**src/rtl/rom_ctrl_msg_sink_if.sv**
```systemverilog
// Handshake bundle between the ROM read counter, the message sink and KMAC.
// The master modport is the environment side; the slave modport is the sink.
interface rom_ctrl_msg_sink_if #(
   parameter int unsigned DataWidth   = 39,
   parameter int unsigned RomTopCount = 8
);
   logic                          data_vld_i;
   logic [DataWidth-1:0]          rom_data_i;
   logic                          data_last_nontop_i;
   logic                          data_rdy_o;
   logic                          kmac_valid_o;
   logic [63:0]                   kmac_data_o;
   logic [7:0]                    kmac_strb_o;
   logic                          kmac_last_o;
   logic                          kmac_ready_i;
   logic [32*RomTopCount-1:0]     exp_digest_o;
   logic                          exp_vld_o;
   logic                          err_o;

   modport master (
      output data_vld_i, rom_data_i, data_last_nontop_i, kmac_ready_i,
      input  data_rdy_o, kmac_valid_o, kmac_data_o, kmac_strb_o, kmac_last_o,
             exp_digest_o, exp_vld_o, err_o
   );

   modport slave (
      input  data_vld_i, rom_data_i, data_last_nontop_i, kmac_ready_i,
      output data_rdy_o, kmac_valid_o, kmac_data_o, kmac_strb_o, kmac_last_o,
             exp_digest_o, exp_vld_o, err_o
   );
endinterface

```
**src/rtl/rom_ctrl_msg_sink.sv**
```systemverilog
// Forwards non-top ROM words to KMAC as 64-bit beats, then captures the top words as the expected digest.
// Optional protocol error detection is built when ROM_CTRL_MSG_SINK_ERR_EN is defined.
module rom_ctrl_msg_sink #(
   parameter int unsigned DataWidth   = 39,
   parameter int unsigned RomTopCount = 8
) (
   input logic               clk_i,
   input logic               rst_ni,
   rom_ctrl_msg_sink_if.slave bus
);
   localparam int unsigned IdxW      = (RomTopCount > 1) ? $clog2(RomTopCount) : 1;
   localparam int unsigned DigestW   = 32 * RomTopCount;
   localparam int unsigned StrbBytes = (DataWidth + 7) / 8;
   localparam logic [7:0]  StrbVal   = 8'((32'd1 << StrbBytes) - 32'd1);
   localparam logic [IdxW-1:0] LastIdx = IdxW'(RomTopCount - 1);

   typedef enum logic [1:0] {StMsg, StDrain, StTop, StDone} state_e;

   state_e              state_q, state_d;
   logic                kmac_valid_q, kmac_valid_d;
   logic [63:0]         kmac_data_q, kmac_data_d;
   logic                kmac_last_q, kmac_last_d;
   logic [IdxW-1:0]     idx_q, idx_d;
   logic [DigestW-1:0]  digest_q, digest_d;
   logic                exp_vld_q, exp_vld_d;
   logic                data_rdy;

   always_ff @(posedge clk_i) begin
      if (!rst_ni) begin
         state_q      <= StMsg;
         kmac_valid_q <= 1'b0;
         kmac_data_q  <= '0;
         kmac_last_q  <= 1'b0;
         idx_q        <= '0;
         digest_q     <= '0;
         exp_vld_q    <= 1'b0;
      end else begin
         state_q      <= state_d;
         kmac_valid_q <= kmac_valid_d;
         kmac_data_q  <= kmac_data_d;
         kmac_last_q  <= kmac_last_d;
         idx_q        <= idx_d;
         digest_q     <= digest_d;
         exp_vld_q    <= exp_vld_d;
      end
   end

   always_comb begin
      state_d      = state_q;
      kmac_valid_d = kmac_valid_q;
      kmac_data_d  = kmac_data_q;
      kmac_last_d  = kmac_last_q;
      idx_d        = idx_q;
      digest_d     = digest_q;
      exp_vld_d    = exp_vld_q;
      data_rdy     = 1'b0;
      case (state_q)
         StMsg: begin
            // Single-entry output register: refill allowed in the same cycle KMAC drains it.
            data_rdy = ~kmac_valid_q | bus.kmac_ready_i;
            if (bus.data_vld_i && data_rdy) begin
               kmac_valid_d = 1'b1;
               kmac_data_d  = 64'(bus.rom_data_i);
               kmac_last_d  = bus.data_last_nontop_i;
               if (bus.data_last_nontop_i) state_d = StDrain;
            end else if (bus.kmac_ready_i) begin
               kmac_valid_d = 1'b0;
               kmac_last_d  = 1'b0;
            end
         end
         StDrain: begin
            if (bus.kmac_ready_i) begin
               kmac_valid_d = 1'b0;
               kmac_last_d  = 1'b0;
               state_d      = StTop;
            end
         end
         StTop: begin
            data_rdy = 1'b1;
            if (bus.data_vld_i) begin
               digest_d[32*32'(idx_q) +: 32] = bus.rom_data_i[31:0];
               if (idx_q == LastIdx) begin
                  state_d   = StDone;
                  exp_vld_d = 1'b1;
               end else begin
                  idx_d = idx_q + IdxW'(1);
               end
            end
         end
         default: ;
      endcase
   end

`ifdef ROM_CTRL_MSG_SINK_ERR_EN
   logic err_q, err_d;

   always_comb begin
      err_d = err_q
            | (bus.data_vld_i & (state_q == StDone))
            | (bus.data_vld_i & bus.data_last_nontop_i & (state_q == StTop))
            | (kmac_valid_q & ~kmac_valid_d & ~bus.kmac_ready_i);
   end

   always_ff @(posedge clk_i) begin
      if (!rst_ni) err_q <= 1'b0;
      else         err_q <= err_d;
   end

   assign bus.err_o = err_q;
`else
   assign bus.err_o = 1'b0;
`endif

   assign bus.data_rdy_o   = data_rdy;
   assign bus.kmac_valid_o = kmac_valid_q;
   assign bus.kmac_data_o  = kmac_data_q;
   assign bus.kmac_strb_o  = kmac_valid_q ? StrbVal : 8'h00;
   assign bus.kmac_last_o  = kmac_last_q;
   assign bus.exp_digest_o = digest_q;
   assign bus.exp_vld_o    = exp_vld_q;
endmodule
```
**src/flat_wrapper.sv**
```systemverilog
// flat-port wrapper written by rule: the top's interface ports become plain ports
module rom_ctrl_msg_sink_flat 
#(
   parameter int unsigned DataWidth   = 39,
   parameter int unsigned RomTopCount = 8
)
  (clk_i, rst_ni, bus_data_vld_i, bus_rom_data_i, bus_data_last_nontop_i, bus_kmac_ready_i, bus_data_rdy_o, bus_kmac_valid_o, bus_kmac_data_o, bus_kmac_strb_o, bus_kmac_last_o, bus_exp_digest_o, bus_exp_vld_o, bus_err_o);
  rom_ctrl_msg_sink_if #(.DataWidth(DataWidth), .RomTopCount(RomTopCount)) bus_i ();
  input logic clk_i;
  input logic rst_ni;
  input wire logic [$bits(bus_i.data_vld_i)-1:0] bus_data_vld_i;
  input wire logic [$bits(bus_i.rom_data_i)-1:0] bus_rom_data_i;
  input wire logic [$bits(bus_i.data_last_nontop_i)-1:0] bus_data_last_nontop_i;
  input wire logic [$bits(bus_i.kmac_ready_i)-1:0] bus_kmac_ready_i;
  output wire logic [$bits(bus_i.data_rdy_o)-1:0] bus_data_rdy_o;
  output wire logic [$bits(bus_i.kmac_valid_o)-1:0] bus_kmac_valid_o;
  output wire logic [$bits(bus_i.kmac_data_o)-1:0] bus_kmac_data_o;
  output wire logic [$bits(bus_i.kmac_strb_o)-1:0] bus_kmac_strb_o;
  output wire logic [$bits(bus_i.kmac_last_o)-1:0] bus_kmac_last_o;
  output wire logic [$bits(bus_i.exp_digest_o)-1:0] bus_exp_digest_o;
  output wire logic [$bits(bus_i.exp_vld_o)-1:0] bus_exp_vld_o;
  output wire logic [$bits(bus_i.err_o)-1:0] bus_err_o;
  assign bus_i.data_vld_i = bus_data_vld_i;
  assign bus_i.rom_data_i = bus_rom_data_i;
  assign bus_i.data_last_nontop_i = bus_data_last_nontop_i;
  assign bus_i.kmac_ready_i = bus_kmac_ready_i;
  assign bus_data_rdy_o = bus_i.data_rdy_o;
  assign bus_kmac_valid_o = bus_i.kmac_valid_o;
  assign bus_kmac_data_o = bus_i.kmac_data_o;
  assign bus_kmac_strb_o = bus_i.kmac_strb_o;
  assign bus_kmac_last_o = bus_i.kmac_last_o;
  assign bus_exp_digest_o = bus_i.exp_digest_o;
  assign bus_exp_vld_o = bus_i.exp_vld_o;
  assign bus_err_o = bus_i.err_o;
  rom_ctrl_msg_sink #(.DataWidth(DataWidth), .RomTopCount(RomTopCount)) u_core (.clk_i(clk_i), .rst_ni(rst_ni), .bus(bus_i));
endmodule
```
**config.mk**
```make
export PLATFORM = sky130hd
export DESIGN_NAME = rom_ctrl_msg_sink_flat
export DESIGN_NICKNAME = d
export VERILOG_FILES = /design/src/rtl/rom_ctrl_msg_sink_if.sv /design/src/rtl/rom_ctrl_msg_sink.sv /design/src/flat_wrapper.sv
export SDC_FILE = /design/constraint.sdc
export NUM_CORES = 1
export LEC_CHECK = 0
export CORE_UTILIZATION = 51
export DETAILED_ROUTE_END_ITERATION = 7
export GPL_TIMING_DRIVEN = 0
export MAX_ROUTING_LAYER = met4
export PLACE_DENSITY = 0.85
export SKIP_CTS_REPAIR_TIMING = 1
export SYNTH_ARGS = -nofsm -noshare
export SYNTH_HDL_FRONTEND = slang
export SYNTH_SLANG_ARGS = --single-unit
export TNS_END_PERCENT = 10
```
**constraint.sdc**
```tcl
create_clock -name clk_i -period 5 [get_ports clk_i]
set_input_delay 1 -clock clk_i [delete_from_list [all_inputs] [get_ports clk_i]]
set_output_delay 1 -clock clk_i [all_outputs]
set_load 0.05 [all_outputs]
```
==> run metrics <==
Slew @ Worst Pin 1.63 ns; R2R Path Start u_core.idx_q[0]; final setup margin 1.37 ns; global-route wire length before repair 67100 um; nets 1905; CP startpoint kind input pin; WP data arrival 2.63 ns; largest net degree at the start of global routing 16; Ys Warns 0; slew margin rel. -9.44%; clock latency on the worst-skew pair 0.56 ns; Finished Cell Area 0.0175 mm2; DRC 0; max-slew violation count 6; vias in the first global route 11600; final cycle utilization of the critical path 72.6%; max cap viols 1; CTS Buffer Depth 3; top cell type's share of synthesized area 47.6%; Setup crit end bus_data_rdy_o; Rows 57; slowest cell on the critical path clkdlybuf4s50_1; die width 160 um; HP Class reg2reg; main flop type after synthesis dfxtp_1; failing checks capacitance limit, slew limit; initial core utilization 52.2%; crit-path cells clkdlybuf4s50_1 > nand2b_1 > a21o_1 > clkdlybuf4s50_1; Worst Hold Launch u_core.bus.exp_digest_o[158]; Setup Skew 0.0113 ns; number of synthesized flops with an enable pin 0; Tmin final 3.63 ns; post-synthesis cell count 1478; number of synthesized register bits 303; Fmax 275 MHz; fillcell total 1898; P_leak 6.30 nW; post-route ant nets 0; Worst-path clk slew 0.06 ns; hpwl dp 31200 um; Via-to-Cell Ratio 5.39; area leader, netlist dfxtp_1; routability congestion estimate from global placement 0.907; final setup fails 0; DRC marker count from the first detailed-route iteration 849; Num CTS Buffers 31; outcome finished with violations; Final Hold Fails 0; Worst EP required 4.00 ns; Cell Pwr Density 370 mW/mm2; all-layer global routing usage 35.1%; Synth Cell Area 0.0127 mm2; Total Wirelength 44500 um; reg-to-reg setup timing slack 1.53 ns; most common cell in the netlist dfxtp_1; Storage cell area 0.00607 mm2; Peak VDD IR 0.311 mV; Port Buf Inserts 313; cell depth of the worst flop-to-flop path 9; Post-synth top cells dfxtp_1 (303), nand2_1 (278), nand3_1 (129); Worst R2R End u_core.bus.exp_digest_o[167]; I/O Pins 377; core area 0.0244 mm2; initial antenna violation count 0; CTS tree yes; Tot Pwr 6.47 mW; multi-input combinational cell area 0.00577 mm2; RSZ-0062 raised after global routing false; via count 11900; DP Area 0.0164 mm2; post-place setup slack 1.39 ns; Synth cell types 47; register area share after synthesis 47.6%; Avg Cell Area, Syn 8.62 um2; asr flop ratio synth 0%; CP Max Fanout 3; WS Path Type in2out; Setup TNS Final 0 ns; H-Tree Depth 1; crit end category primary output; Setup crit start bus_kmac_ready_i; Clock Sinks 303; Avg WL per Cell 20.2 um; fraction of layout cells with a size suffix above 1 8.15%; CTS root buffer clkbuf_16; die height 160 um; most used cell, CP clkdlybuf4s50_1; drt pass-1 iters 5; CP max stage delay 0.81 ns; GRT Residual Overflow 0; DIE AREA 0.0256 mm2; most area-consuming cells after synthesis dfxtp_1 (48%), nand2_1 (8.2%), a21boi_0 (6.2%), nand3_1 (5.1%), buf_4 (3.8%); Area Growth Syn to Fin 37.2%
-- report_power, final --
group | total, mW | switching (mW) | internal, mW
clock network | 2.49 | 1.01 | 1.48
logic | 1.39 | 0.971 | 0.419
registers | 2.59 | 0.0696 | 2.52
-- per-stage QoR --
stage	utilization, %	std cells	hold slack, ns
finish	71.7	2202	0.455
global route	71.7	2201	0.471
CTS	71.7	2201	0.452
detailed placement	67.2	2143	0.441
global placement	67.2	2143	0.435
floorplan	-	1506	0.471
-- critical path: cells and delay by family --
family	cells	cell delay (ns)
buffers and inverters	2	1.31
AND/OR/NAND/NOR	1	0.17
AO/OA/AOI/OAI	1	0.15
-- per-layer routing --
| metal | vias to the layer above | global-route usage, % | wire (um) |
|---|---|---|---|
| li1 | 5542 | - | - |
| met5 | - | - | 0 |
| met1 | 5608 | 41.5 | 17400 |
| met4 | 0 | 16.1 | 2210 |
| met3 | 139 | 8.13 | 4160 |
| met2 | 584 | 56.4 | 20800 |
-- sequential cells by signal (all words and copies together), names as in the netlist --
register and count:
u_core.bus.kmac_valid_o 1, u_core.bus.exp_digest_o 256, u_core.bus.exp_vld_o 1, u_core.idx_q 3, u_core.bus.kmac_data_o 39, u_core.state_q 2
u_core.bus.kmac_last_o 1
-- worst min-delay path by stage --
stage / endpoint / slack [ns] / depth (start not counted)
final: u_core.bus.exp_digest_o[158] / 0.45 / 2
after global routing: u_core.bus.exp_digest_o[81] / 0.47 / 2
after CTS: u_core.bus.exp_digest_o[72] / 0.45 / 2
after detailed placement: u_core.bus.exp_digest_o[72] / 0.44 / 2
after global placement: u_core.bus.exp_digest_o[81] / 0.43 / 2
after floorplan: u_core.state_q[1] / 0.47 / 2
-- cells by family (layout without fill, tap and decap cells) --
group / Yosys count / count (layout) / synth area share (%)
compound gates: 279 / 279 / 15.1
other cells: 1 / 30 / 0.0294
xor+xnor: 1 / 1 / 0.0688
simple gates: 661 / 661 / 25.8
flops: 303 / 303 / 47.6
mux: 33 / 33 / 2.59
fa+ha+maj: 9 / 9 / 0.884
buf+inv: 191 / 562 / 7.93
-- layout by cell type, fill, tap and decap left out, drive strengths merged, types with 2 or more instances in the layout --
cell	netlist	routed
nor3	2	2
o21a	64	64
mux2i	33	33
clkinvlp	0	2
dfxtp	303	303
clkbuf	92	135
clkinv	0	7
ha	9	9
nor2b	65	65
nor3b	2	2
nor4	3	3
o21ai	70	70
conb	1	29
inv	9	11
nand3	129	129
nor4b	5	5
nand2	279	279
buf	90	90
and3	32	32
bufinv	0	4
a21boi	137	137
a31oi	2	2
nand2b	35	35
clkdlybuf4s50	0	313
and2	66	66
nor2	36	36
-- area by class of cell --
cell class / instances / area share, %
repair buffers: 313 / 17.9
well taps: 324 / 2.32
clock inverters: 15 / 1.07
clock buffers: 43 / 5.21
plain buffers: 182 / 5.58
multi-input cells: 1012 / 33.0
diodes: 1 / 0.0143
inverters: 9 / 0.193
flip-flops and latches: 303 / 34.7
(Power assumes the default switching activity.)
